### src/rtl/zle_pkg.sv
// Shared encodings for the zero-length-encoder control path: FSM states,
// output-data mux codes and run-counter mux codes.
package zle_pkg;

    typedef enum logic [1:0] {
        ST_START   = 2'd0,
        ST_ZEROS   = 2'd1,
        ST_PENDING = 2'd2,
        ST_ILLEGAL = 2'd3
    } zle_state_e;

    typedef enum logic {
        SEL_O_START_E   = 1'b0,
        SEL_O_ZEROS_T_T = 1'b1
    } zle_sel_o_e;

    typedef enum logic [1:0] {
        CNT_HOLD  = 2'd0,
        CNT_LOAD1 = 2'd1,
        CNT_CLEAR = 2'd2,
        CNT_INCR  = 2'd3
    } zle_sel_cnt_e;

    localparam int unsigned TOK_W = 16;
    localparam logic [TOK_W-1:0] TOK_MAX = '1;

endpackage

### src/rtl/zle_xc9_fsm_sat_counter16.sv
// 16-bit event counter that sticks at all-ones instead of wrapping.
module sat_counter16
    import zle_pkg::*;
(
    input  logic             clk_i,
    input  logic             rst_ni,
    input  logic             inc_i,
    output logic [TOK_W-1:0] count_o
);

    logic [TOK_W-1:0] count_q;
    logic [TOK_W-1:0] count_d;

    always_comb begin
        count_d = count_q;
        if (inc_i && (count_q != TOK_MAX)) begin
            count_d = count_q + 1'b1;
        end
    end

    always_ff @(posedge clk_i or negedge rst_ni) begin
        if (!rst_ni) begin
            count_q <= '0;
        end else begin
            count_q <= count_d;
        end
    end

    assign count_o = count_q;

endmodule

### src/rtl/zle_xc9_fsm.sv
// Control FSM of the zero-length encoder: decides per cycle whether to pop i,
// write o, and how the datapath run counter and output mux are steered.
module zle_xc9_fsm
    import zle_pkg::*;
(
    input  logic             clock,
    input  logic             reset,
    input  logic             i_empty,
    input  logic             o_full,
    input  logic             f_start_i_eq_0,
    input  logic             f_zeros_i_eq_0,
    input  logic             f_zeros_t_cnt_eq_15,
    output logic             sel_o_d,
    output logic [1:0]       sel_cnt,
    output logic             i_b,
    output logic             o_we,
    output logic [1:0]       state,
    output logic [TOK_W-1:0] tok_count
);

    // Handshake: a token is popped from i when i_b=0 (only while !i_empty) and
    // pushed into o when o_we=1 (only while !o_full); otherwise nothing moves.

    zle_state_e   state_q;
    zle_state_e   state_d;
    zle_sel_o_e   sel_o_w;
    zle_sel_cnt_e sel_cnt_w;
    logic         i_b_w;
    logic         o_we_w;

    // Outputs stay combinational so each select is valid in the cycle it is used;
    // reset gates them directly so the stall vector appears without waiting for an edge.
    always_comb begin
        state_d   = state_q;
        sel_o_w   = SEL_O_START_E;
        sel_cnt_w = CNT_HOLD;
        i_b_w     = 1'b1;
        o_we_w    = 1'b0;
        if (state_q == ST_ILLEGAL) begin
            state_d = ST_START;
        end else if (reset && !i_empty) begin
            case (state_q)
                ST_START: begin
                    if (f_start_i_eq_0) begin
                        i_b_w     = 1'b0;
                        sel_cnt_w = CNT_LOAD1;
                        state_d   = ST_ZEROS;
                    end else if (!o_full) begin
                        i_b_w  = 1'b0;
                        o_we_w = 1'b1;
                    end
                end
                ST_ZEROS: begin
                    if (f_zeros_i_eq_0 && !f_zeros_t_cnt_eq_15) begin
                        i_b_w     = 1'b0;
                        sel_cnt_w = CNT_INCR;
                    end else if (f_zeros_i_eq_0 && !o_full) begin
                        i_b_w     = 1'b0;
                        o_we_w    = 1'b1;
                        sel_o_w   = SEL_O_ZEROS_T_T;
                        sel_cnt_w = CNT_CLEAR;
                    end else if (!f_zeros_i_eq_0 && !o_full) begin
                        // Flush the run token now; the nonzero head is replayed from PENDING.
                        o_we_w    = 1'b1;
                        sel_o_w   = SEL_O_ZEROS_T_T;
                        sel_cnt_w = CNT_CLEAR;
                        state_d   = ST_PENDING;
                    end
                end
                ST_PENDING: begin
                    if (!o_full) begin
                        i_b_w   = 1'b0;
                        o_we_w  = 1'b1;
                        state_d = ST_START;
                    end
                end
                default: state_d = ST_START;
            endcase
        end
    end

    always_ff @(posedge clock or negedge reset) begin
        if (!reset) begin
            state_q <= ST_START;
        end else begin
            state_q <= state_d;
        end
    end

    sat_counter16 u_tok_cnt (
        .clk_i   (clock),
        .rst_ni  (reset),
        .inc_i   (o_we_w),
        .count_o (tok_count)
    );

    assign sel_o_d = sel_o_w;
    assign sel_cnt = sel_cnt_w;
    assign i_b     = i_b_w;
    assign o_we    = o_we_w;
    assign state   = state_q;

endmodule

### config.mk
export PLATFORM = sky130hd
export DESIGN_NAME = zle_xc9_fsm
export DESIGN_NICKNAME = d
export VERILOG_FILES = /design/src/rtl/zle_pkg.sv /design/src/rtl/zle_xc9_fsm_sat_counter16.sv /design/src/rtl/zle_xc9_fsm.sv
export SDC_FILE = /design/constraint.sdc
export NUM_CORES = 1
export LEC_CHECK = 0
export ABC_AREA = 1
export BUFFER_PORTS_ARGS = -buffer_cell sky130_fd_sc_hd__clkbuf_2
export CORE_MARGIN = 5
export CORE_UTILIZATION = 50
export CTS_BUF_LIST = sky130_fd_sc_hd__clkbuf_2
export DETAILED_ROUTE_END_ITERATION = 8
export PLACE_DENSITY = 0.87
export REMOVE_ABC_BUFFERS = 1
export SYNTH_ARGS = -nofsm -noshare
export SYNTH_HDL_FRONTEND = slang
export SYNTH_SLANG_ARGS = --single-unit
### constraint.sdc
create_clock -name clock -period 1.4 [get_ports clock]
set_clock_uncertainty 0.05 [all_clocks]
set_input_delay 0.42 -clock clock [delete_from_list [all_inputs] [get_ports clock]]
set_output_delay 0.42 -clock clock [all_outputs]
set_load 0.1 [all_outputs]
==> key figures, run 1 <==
Yosys
  – Area leader, netlist: dfrtp_1
  – Synth cell types: 22
  – Async S/R FF share, synth: 1.00
  – Top FF cell, synth: dfrtp_1
  – Synth top area share: 0.354
  – Synth Cell Area: 1270 um2
  – Synth top area cells: dfrtp_1 (35%), nand2_1 (25%), nor2_1 (5.3%)
  – YS warnings: 0
  – FF+latch count, synth: 18
  – Post-synth EDFFs: 0
  – Register area share after synthesis: 0.354
  – Mean Syn Cell Area: 6.84 um2
  – Mapped Cells: 186

Outcome
  – Run Error: [ERROR DPL-0038] Utilization greater than 100%, impossible to legalize
  – Stopped at: 4_1_cts
  – Outcome: stopped before the end

Floorplan
  – Chip height: 60.4 um
  – Initial core utilization: 0.518
  – Number of core rows: 18
  – # IOs: 30
  – Die Wd: 60.4 um

Clock network
  – Clock sink count: 18
  – H-Tree Depth: 1
  – Clk root buf: clkbuf_2
  – # hold bufs at CTS: 0
  – CTS Buf Count: 3
  – Post_cts resized: 36
  – CTS max path bufs: 2
  – # Post-CTS Setup Buffers: 33

Placement
  – RePlAce Congestion: 0.893
  – Count of buffers from port buffering: 29
  – DP Worst Slack: -0.371 ns
  – Post-DP HPWL: 3070 um
  – Placed Area: 2060 um2
per-stage QoR:
| step | cells | utilization |
|---|---|---|
| 2_1_floorplan | 184 | - |
| 3_3_place_gp | 280 | 0.841 |
| 3_5_place_dp | 280 | 0.841 |
cells in the mapped netlist (2+ instances only):
master	count
nand3_1	6
nand2_2	6
dfrtp_1	18
xnor2_1	4
o21ai_0	5
nand3_2	2
inv_1	14
nor2_1	18
inv_2	5
nand2_1	85
nand2_4	2
a21oi_1	2
xor2_1	3
nand4_1	5
nor2_4	4
cell families after synthesis:
logic type | share of synthesized area
AND/OR/NAND/NOR | 0.470
flip-flops | 0.354
adder cells (fa/ha/maj) | 0.00983
AO/OA/AOI/OAI | 0.0413
XOR/XNOR | 0.0482
buffers and inverters | 0.0767
==> run 2, diff against run 1 <==
--- a/config.mk
+++ b/config.mk
@@ -7,11 +7,10 @@
 export LEC_CHECK = 0
 export ABC_AREA = 1
 export BUFFER_PORTS_ARGS = -buffer_cell sky130_fd_sc_hd__clkbuf_2
-export CORE_MARGIN = 5
-export CORE_UTILIZATION = 50
-export CTS_BUF_LIST = sky130_fd_sc_hd__clkbuf_2
+export CORE_AREA = 5 5 66 68
 export DETAILED_ROUTE_END_ITERATION = 8
-export PLACE_DENSITY = 0.87
+export DIE_AREA = 0 0 71 73
+export PLACE_DENSITY_LB_ADDON = 0.15
 export REMOVE_ABC_BUFFERS = 1
 export SYNTH_ARGS = -nofsm -noshare
 export SYNTH_HDL_FRONTEND = slang
==> constraint.sdc (replaced) <==
create_clock -name clock -period 1.8 [get_ports clock]
set_clock_uncertainty 0.05 [all_clocks]
set_input_delay 0.54 -clock clock [delete_from_list [all_inputs] [get_ports clock]]
set_output_delay 0.54 -clock clock [all_outputs]
set_load 0.1 [all_outputs]
==> run 2 against run 1 <==
The flow now finishes, with violations (negative setup slack); area after synthesis is the same; synthesized cell count did not move.
==> key figures, run 2 <==
Outcome
  – Outcome: finished with violations
  – Failing checks: negative setup slack

Floorplan
  – Die Wd: 71 um
  – Initial core utilization: 0.335
  – Die area: 5180 um2
  – # IOs: 30
  – Chip height: 73 um
  – Number of core rows: 23
  – Core area: 3800 um2

Placement
  – RePlAce Congestion: 0.776
  – DP Worst Slack: -0.127 ns
  – Post-DP HPWL: 2440 um
  – Count of buffers from port buffering: 29
  – Placed insts: 279

Yosys
  – Mapped Cells: 186
  – Count leader, synth: nand2_1
  – Synth top area share: 0.354
  – Area leader, netlist: dfrtp_1
  – Async S/R FF share, synth: 1.00
  – Synth cell types: 22
  – YS warnings: 0
  – Synth top area cells: dfrtp_1 (35%), nand2_1 (25%), nor2_1 (5.3%)
  – Post-synth EDFFs: 0
  – Mean Syn Cell Area: 6.84 um2
  – Top FF cell, synth: dfrtp_1
  – Commonest cells in the netlist: nand2_1 (85), dfrtp_1 (18), nor2_1 (18)
  – FF+latch count, synth: 18
  – Register area share after synthesis: 0.354
  – Synth Cell Area: 1270 um2

Global route
  – Vias in the first global route: 1255
  – Antenna violations before repair: 0
  – Largest net degree at the start of global routing: 19
  – Total gr overflow: 0
  – Total global-route track usage: 0.133
  – First-pass GRT wire length: 5590 um

Routing
  – Post-route ant nets: 0
  – Vias post-DR: 1292
  – Vias/cell: 4.50
  – Final Routed Wirelength: 3310 um
  – TritonRoute pass-1 iters: 4
  – Residual DRC: 0
  – DR iter-0 viols: 49
  – WL/cell: 11.5 um

STA
  – Final Hold Slack: 0.225 ns
  – Actual slew at the worst max-slew pin: 0.304 ns
  – Fin. Hold Viols: 0
  – Period minus WS final: 1.98 ns
  – Final worst path period share: 1.10
  – Final Worst Setup Slack: -0.178 ns
  – Final setup viols: 6
  – Max-slew violation count: 0
  – Post-route setup TNS: -0.752 ns
  – RSZ-0062 raised after global routing: yes
  – Fmax: 506 MHz
  – Slew HR: 0.797

Clock network
  – CTS max path bufs: 2
  – Clock sink count: 18
  – Latest clock arrival within the worst-skew pair: 0.25 ns
  – CTS tree: done
  – CTS clk-pin slew, worst paths: 0.07 ns
  – Clk root buf: clkbuf_8
  – H-Tree Depth: 1
  – CTS Buf Count: 3

Critical path
  – RR Startpoint: u_tok_cnt.count_o[1]
  – Arrival time at the worst endpoint: 1.39 ns
  – FF-to-FF End: u_tok_cnt.count_o[6]
  – R2R depth: 9
  – Worst EP required: 1.21 ns
  – CP Launch Type: flip-flop
  – CP endpoint kind: primary output
  – Type of the worst setup path: reg2out
  – CP Max Fanout: 5
  – R2R Setup Slk: 0.19 ns

Pwr
  – VDD IR max: 0.000840 V
  – Leakage power: 1.02 nW
  – Power Density: 1060 nW/um2

Finish
  – Most common cell after layout, fill and taps aside: nand2_1
  – Area of the multi-input gates: 786 um2
  – Final nets: 247
  – Max reg flops: 16
  – Most frequent cells in the layout: nand2_1 (81), buf_12 (22), buf_4 (21), dfrtp_1 (17), nor2_1 (16)
  – FF/Latch Area: 452 um2
  – Synth-to-Final Area Change: 61.5%
  – Fraction of layout cells with a size suffix above 1: 0.350
  – FILL cells: 373
  – N_diodes: 0
  – Final Non-Filler Cells: 287

Run
  – Max_cap viols: 0

Min path
  – Tightest Hold Check Type: in2async
run 2: cell counts after synthesis:
Identical to the previous run, type by type.
run 2: layer usage:
layer | global-route usage | up-vias | wire (um)
met5 | 0 | - | 0
met4 | 0.0376 | 0 | 37
met3 | 0.0220 | 4 | 97
met2 | 0.225 | 23 | 1560
met1 | 0.177 | 583 | 1610
li1 | - | 682 | -
run 2: critical path, cell delays in order, from the launching register on:
cell	delay (ns)
dfrtp_2	0.45
nor2_4	0.18
nand2_4	0.09
nand2_1	0.08
nand3_2	0.08
inv_2	0.09
buf_12	0.17
run 2: worst max path at each step:
stage	slack, ns	startpoint	end	cells past startpoint
2_1_floorplan	-2.13	state[0]	sel_o_d	4
3_3_place_gp	-0.1	i_empty	i_b	6
3_5_place_dp	-0.13	i_empty	i_b	6
4_1_cts	-0.18	state[1]	i_b	6
5_1_grt	-0.30	state[0]	o_we	7
6_report	-0.18	state[1]	o_we	6
run 2: power by group:
part / internal (W) / leakage [nW] / switching (W)
Clock: 0.000148 / 0.0216 / 0.000129
Sequential: 0.000462 / 0.245 / 0.0000827
Combinational: 0.000501 / 0.751 / 0.000853
run 2: what timing repair did:
action | CTS | global route
gates resized for setup | 10 | 7
hold buffers | 0 | 0
pin swaps | 3 | 2
setup endpoints to repair | 5 | 5
hold endpoints to repair | 0 | 0
setup buffers | 3 | 2
run 2: stage by stage:
| step | utilization | power, W | area [um2] |
|---|---|---|---|
| 6_report | 0.541 | 0.00218 | 2050 |
| 4_1_cts | 0.527 | 0.00212 | 2000 |
| 2_1_floorplan | - | 0.00126 | 1250 |
| 3_5_place_dp | 0.502 | 0.00174 | 1910 |
| 5_1_grt | 0.541 | 0.00228 | 2050 |
| 3_3_place_gp | 0.502 | 0.00173 | 1910 |
run 2: logic make-up after synthesis:
group / synth area share
compound gates: 0.0413
xor+xnor: 0.0482
fa+ha+maj: 0.00983
buf+inv: 0.0767
flops: 0.354
simple gates: 0.470
run 2: final cells by class:
class | count | area share
Multi-Input combinational cell | 147 | 0.382
Timing Repair Buffer | 50 | 0.311
Tap cell | 50 | 0.0305
Sequential cell | 18 | 0.220
Inverter | 19 | 0.0359
Clock buffer | 3 | 0.0201
No activity file was read; power rests on OpenSTA's default activity.
==> run 3, diff against run 2 <==
--- a/config.mk
+++ b/config.mk
@@ -10,6 +10,7 @@
 export CORE_AREA = 5 5 66 68
 export DETAILED_ROUTE_END_ITERATION = 8
 export DIE_AREA = 0 0 71 73
+export GPL_TIMING_DRIVEN = 0
 export PLACE_DENSITY_LB_ADDON = 0.15
 export REMOVE_ABC_BUFFERS = 1
 export SYNTH_ARGS = -nofsm -noshare
==> run 3 against run 2 <==
The run still ends with negative setup slack left; fmax shrank 0.66%; wire length shrank 5.0%; hold slack lost 0.16 ns; flip-flop and latch count is the same; via count shrank 3.9%; clock power grew 3%; utilization shrank 7.9 points; cell count shrank 4.9%; die area is the same; critical path depth is the same; sequential power grew 1%; critical endpoint unchanged; largest cell class unchanged.
==> key figures, run 3 (same netlist as run 2, synthesis figures left out) <==
Global route
  – Total gr overflow: 0
  – Largest net degree at the start of global routing: 20
  – Total global-route track usage: 0.134
  – Antenna violations before repair: 0
  – Vias in the first global route: 1273
  – First-pass GRT wire length: 5660 um

Pwr
  – Tot Pwr: 0.00190 W
  – VDD IR max: 0.000950 V
  – Power Density: 1090 nW/um2
  – Leakage power: 0.906 nW

Routing
  – WL/cell: 11.5 um
  – TritonRoute pass-1 iters: 4
  – DR iter-0 viols: 50
  – Vias/cell: 4.55
  – Vias post-DR: 1241
  – DR WL met2: 1360 um
  – Metal-1 WL: 1570 um
  – Final Routed Wirelength: 3140 um
  – Residual DRC: 0
  – Met3 wire len: 167 um
  – Post-route ant nets: 0
  – Top sig layer: met4

Floorplan
  – # IOs: 30
  – Die Wd: 71 um
  – Number of core rows: 23
  – Initial core utilization: 0.335
  – Core area: 3800 um2
  – Die area: 5180 um2
  – Chip height: 73 um

Critical path
  – Crit-path most repeated cell: nand2_4
  – Worst EP required: 1.21 ns
  – CP Max Fanout: 5
  – Type of the worst setup path: reg2out
  – Slowest library cell on the worst path: dfrtp_2
  – CP endpoint kind: primary output
  – Worst-path cell chain: nor2_4 > nand2_4 > nand2_4 > nand3_4 > inv_4 > clkbuf_16
  – CP Launch Type: flip-flop
  – Arrival time at the worst endpoint: 1.40 ns
  – Critical path's largest stage delay: 0.45 ns

Finish
  – N_diodes: 0
  – Most frequent cells in the layout: nand2_1 (80), nor2_1 (17), dfrtp_1 (17), inv_1 (14), clkbuf_4 (10)
  – Fraction of layout cells with a size suffix above 1: 0.314
  – Area of the multi-input gates: 802 um2
  – Final nets: 233
  – Most common cell after layout, fill and taps aside: nand2_1
  – FF/Latch Area: 452 um2
  – Synth-to-Final Area Change: 38.0%
  – Max reg flops: 16
  – FILL cells: 430

Clock network
  – Latest clock arrival within the worst-skew pair: 0.25 ns
  – CTS max path bufs: 2
  – Clock sink count: 18
  – CTS Buf Count: 3
  – H-Tree Depth: 1
  – Clk root buf: clkbuf_8
  – CTS clk-pin slew, worst paths: 0.07 ns
  – CTS tree: done

STA
  – RSZ-0062 raised after global routing: yes
  – Post-route setup TNS: -0.820 ns
  – Final worst path period share: 1.11
  – Actual slew at the worst max-slew pin: 0.545 ns
  – Final setup viols: 5
  – Max-slew violation count: 0
  – Final Worst Setup Slack: -0.191 ns
  – Final Hold Slack: 0.0624 ns
  – Fin. Hold Viols: 0
  – Period minus WS final: 1.99 ns
  – Slew HR: 0.638
  – Fmax: 502 MHz

Placement
  – RePlAce Congestion: 0.750
  – Count of buffers from port buffering: 29
  – DP Worst Slack: -0.891 ns
  – Post-DP HPWL: 2230 um

Run
  – Max_cap viols: 0

Outcome
  – Failing checks: negative setup slack
  – Outcome: finished with violations

Min path
  – Tightest Hold Check Type: in2async
-- run 3: path summary, 6_finish.rpt --
check	start	end	slack, ns	depth (start not counted)
min in group clock	u_tok_cnt.count_o[1]	u_tok_cnt.count_o[1]	0.49	2
min	reset	u_tok_cnt.count_o[12]	0.06	1
min reg2reg	u_tok_cnt.count_o[1]	u_tok_cnt.count_o[1]	0.49	2
max	state[1]	o_we	-0.19	6
max reg2reg	u_tok_cnt.count_o[0]	u_tok_cnt.count_o[13]	0.15	9
max in group asynchronous	reset	state[1]	1.49	1
-- run 3: report_power, final --
group,leakage [nW],switching (W),internal (W)
registers,0.245,0.0000894,0.000462
clock network,0.0216,0.000136,0.000149
logic,0.640,0.000796,0.000273
-- run 3: cell type report --
cell class              count  area share
flip-flops and latches     18       0.257
inverters                  19      0.0421
multi-input cells         147       0.457
repair buffers             36       0.185
clock buffers               3      0.0235
well taps                  50      0.0356
-- run 3: routing by layer --
layer	GRT usage	vias to the layer above
li1	-	649
met1	0.176	557
met2	0.219	30
met3	0.0303	5
met4	0.0459	0
met5	0	-
-- run 3: critical path, delay by kind of cell, from the launching register on --
family	cells	cell delay, ns
flops	1	0.45
simple gates	4	0.43
buf+inv	2	0.26
-- run 3: timing repair --
action                     CTS  global route
hold buffers                 0             0
pin swaps                    5             5
setup endpoints to repair   30            21
setup buffers                4             3
resized for setup           34            20
-- run 3: metrics by stage --
stage,util,instances,cell area (um2)
after global routing,0.462,273,1760
final,0.462,273,1760
after CTS,0.439,270,1670
after global placement,0.383,263,1450
after floorplan,-,184,1250
after detailed placement,0.383,263,1450
==> run 4, diff against run 3 <==
--- a/config.mk
+++ b/config.mk
@@ -7,9 +7,11 @@
 export LEC_CHECK = 0
 export ABC_AREA = 1
 export BUFFER_PORTS_ARGS = -buffer_cell sky130_fd_sc_hd__clkbuf_2
-export CORE_AREA = 5 5 66 68
+export CELL_PAD_IN_SITES_DETAIL_PLACEMENT = 0
+export CELL_PAD_IN_SITES_GLOBAL_PLACEMENT = 2
+export CORE_MARGIN = 5
+export CORE_UTILIZATION = 28
 export DETAILED_ROUTE_END_ITERATION = 8
-export DIE_AREA = 0 0 71 73
 export GPL_TIMING_DRIVEN = 0
 export PLACE_DENSITY_LB_ADDON = 0.15
 export REMOVE_ABC_BUFFERS = 1
==> run 4 against run 3 <==
The flow still finishes with violations (negative setup slack); sequential power barely moved; register-to-register slack improved by 0.05 ns; sequential share of layout area increased by 0.91 points; wire length is 4.8% higher; clock-buffer cell count stayed put; combinational power shrank 8%; cell area fell by 3.1%; via count fell by 0.73%; clock power is essentially flat; total power shrank 4.5%; utilization decreased by 7.4 points; critical endpoint is now sel_cnt[0]; largest cell class unchanged.
==> key figures, run 4 (same netlist as run 2, synthesis figures left out) <==
STA
  – Fin. Hold Viols: 0
  – Period minus WS final: 1.97 ns
  – Actual slew at the worst max-slew pin: 0.544 ns
  – Slew HR: 0.639
  – Final Worst Setup Slack: -0.167 ns
  – Final Hold Slack: 0.0628 ns
  – Max-slew violation count: 0
  – RSZ-0062 raised after global routing: yes
  – Fmax: 508 MHz
  – Final worst path period share: 1.09
  – Final setup viols: 5

Pwr
  – Leakage power: 0.878 nW
  – Tot Pwr: 0.00182 W
  – VDD IR max: 0.000515 V
  – Power Density: 1070 nW/um2

Critical path
  – Worst-path cell chain: inv_2 > nor2_4 > a32oi_1 > nor2_1 > clkbuf_8
  – Slowest library cell on the worst path: dfrtp_1
  – CP bufs+invs: 2
  – CP Max Fanout: 5
  – Type of the worst setup path: reg2out
  – Critical path's largest stage delay: 0.42 ns
  – CP Launch Type: flip-flop
  – CP endpoint kind: primary output
  – FF-to-FF End: u_tok_cnt.count_o[7]
  – RR Startpoint: u_tok_cnt.count_o[0]
  – R2R Setup Slk: 0.20 ns
  – R2R depth: 9
  – Worst path top cell family by delay: flip-flops
  – Arrival time at the worst endpoint: 1.38 ns
  – Worst EP required: 1.21 ns

Global route
  – Total gr overflow: 0
  – First-pass GRT wire length: 5890 um
  – Largest net degree at the start of global routing: 20
  – Total global-route track usage: 0.118
  – Antenna violations before repair: 0
  – Vias in the first global route: 1254

Routing
  – WL/cell: 12.1 um
  – Final Routed Wirelength: 3290 um
  – TritonRoute pass-1 iters: 3
  – DR iter-0 viols: 29
  – Vias post-DR: 1232
  – Residual DRC: 0
  – Vias/cell: 4.51
  – Post-route ant nets: 0

Clock network
  – CTS tree: done
  – # hold bufs at CTS: 0
  – CTS max path bufs: 2
  – H-Tree Depth: 1
  – Clock sink count: 18
  – Clk root buf: clkbuf_8
  – CTS clk-pin slew, worst paths: 0.08 ns
  – Latest clock arrival within the worst-skew pair: 0.26 ns
  – CTS Buf Count: 3

Floorplan
  – Number of core rows: 24
  – Die Wd: 77.4 um
  – # IOs: 30
  – Chip height: 77.4 um
  – Core area: 4380 um2
  – Initial core utilization: 0.290
  – Die area: 5990 um2

Finish
  – Most frequent cells in the layout: nand2_1 (82), nor2_1 (16), dfrtp_1 (16), inv_1 (14)
  – N_diodes: 0
  – Max reg flops: 16
  – Most common cell after layout, fill and taps aside: nand2_1
  – Fraction of layout cells with a size suffix above 1: 0.308
  – Synth-to-Final Area Change: 33.6%
  – Post-route cell area: 1700 um2
  – Final nets: 231

Placement
  – Post-DP HPWL: 2440 um
  – Count of buffers from port buffering: 29
  – RePlAce Congestion: 0.751
  – Placed Area: 1460 um2

Min path
  – Tightest Hold Check Type: in2async

Outcome
  – Failing checks: negative setup slack
  – Outcome: finished with violations

Run
  – Max_cap viols: 0
-- run 4: cell types whose count changed in the layout (fill, tap and decap cells not counted), moves of 2 or more --
cell      before  now
clkbuf_2       8   10
nand2_1       80   82
buf_12         3    1
buf_2          5    3
-- run 4: through the flow --
stage	instances	TNS (ns)	utilization	setup slack [ns]
2_1_floorplan	184	-16.32	-	-2.13
3_3_place_gp	265	-10.26	0.332	-0.898
3_5_place_dp	265	-10.58	0.332	-0.905
4_1_cts	270	-0.883	0.374	-0.209
5_1_grt	273	-1.04	0.388	-0.235
6_report	273	-0.706	0.388	-0.167
-- run 4: per-layer routing --
| metal | up-vias | share of wire | GRT usage |
|---|---|---|---|
| li1 | 654 | - | - |
| met1 | 556 | 0.49 | 0.156 |
| met2 | 20 | 0.46 | 0.192 |
| met3 | 2 | 0.047 | 0.0301 |
| met4 | 0 | 0.0058 | 0.0309 |
| met5 | - | 0 | 0 |
-- run 4: where the power goes --
group	internal, W	leakage, nW	switching [W]
sequential	0.000464	0.244	0.0000868
clock	0.000149	0.0216	0.000136
combinational	0.000220	0.613	0.000765
total	0.000832	0.878	0.000988
-- run 4: worst max-delay path by stage --
stage,from,to,slack (ns),depth (start not counted)
final,state[0],sel_cnt[0],-0.17,5
after global routing,state[0],sel_cnt[0],-0.24,5
after CTS,state[0],o_we,-0.21,7
after detailed placement,reset,o_we,-0.90,6
after global placement,reset,o_we,-0.90,6
after floorplan,state[0],sel_o_d,-2.13,4
-- run 4: repair_timing --
action,in CTS,in global routing
resized for setup,31,17
endpoints found under the hold margin,0,0
cloned,0,0
pin swaps,2,3
setup endpoints to repair,30,27
setup buffers,2,3
-- run 4: layout make-up --
cell class                 count  area [um2]
fill                         470        2680
multi-input combinational    147         777
sequential                    18         453
timing repair buffer          34         290
inverter                      19        73.8
tap                           52        65.1
clock buffer                   3        41.3
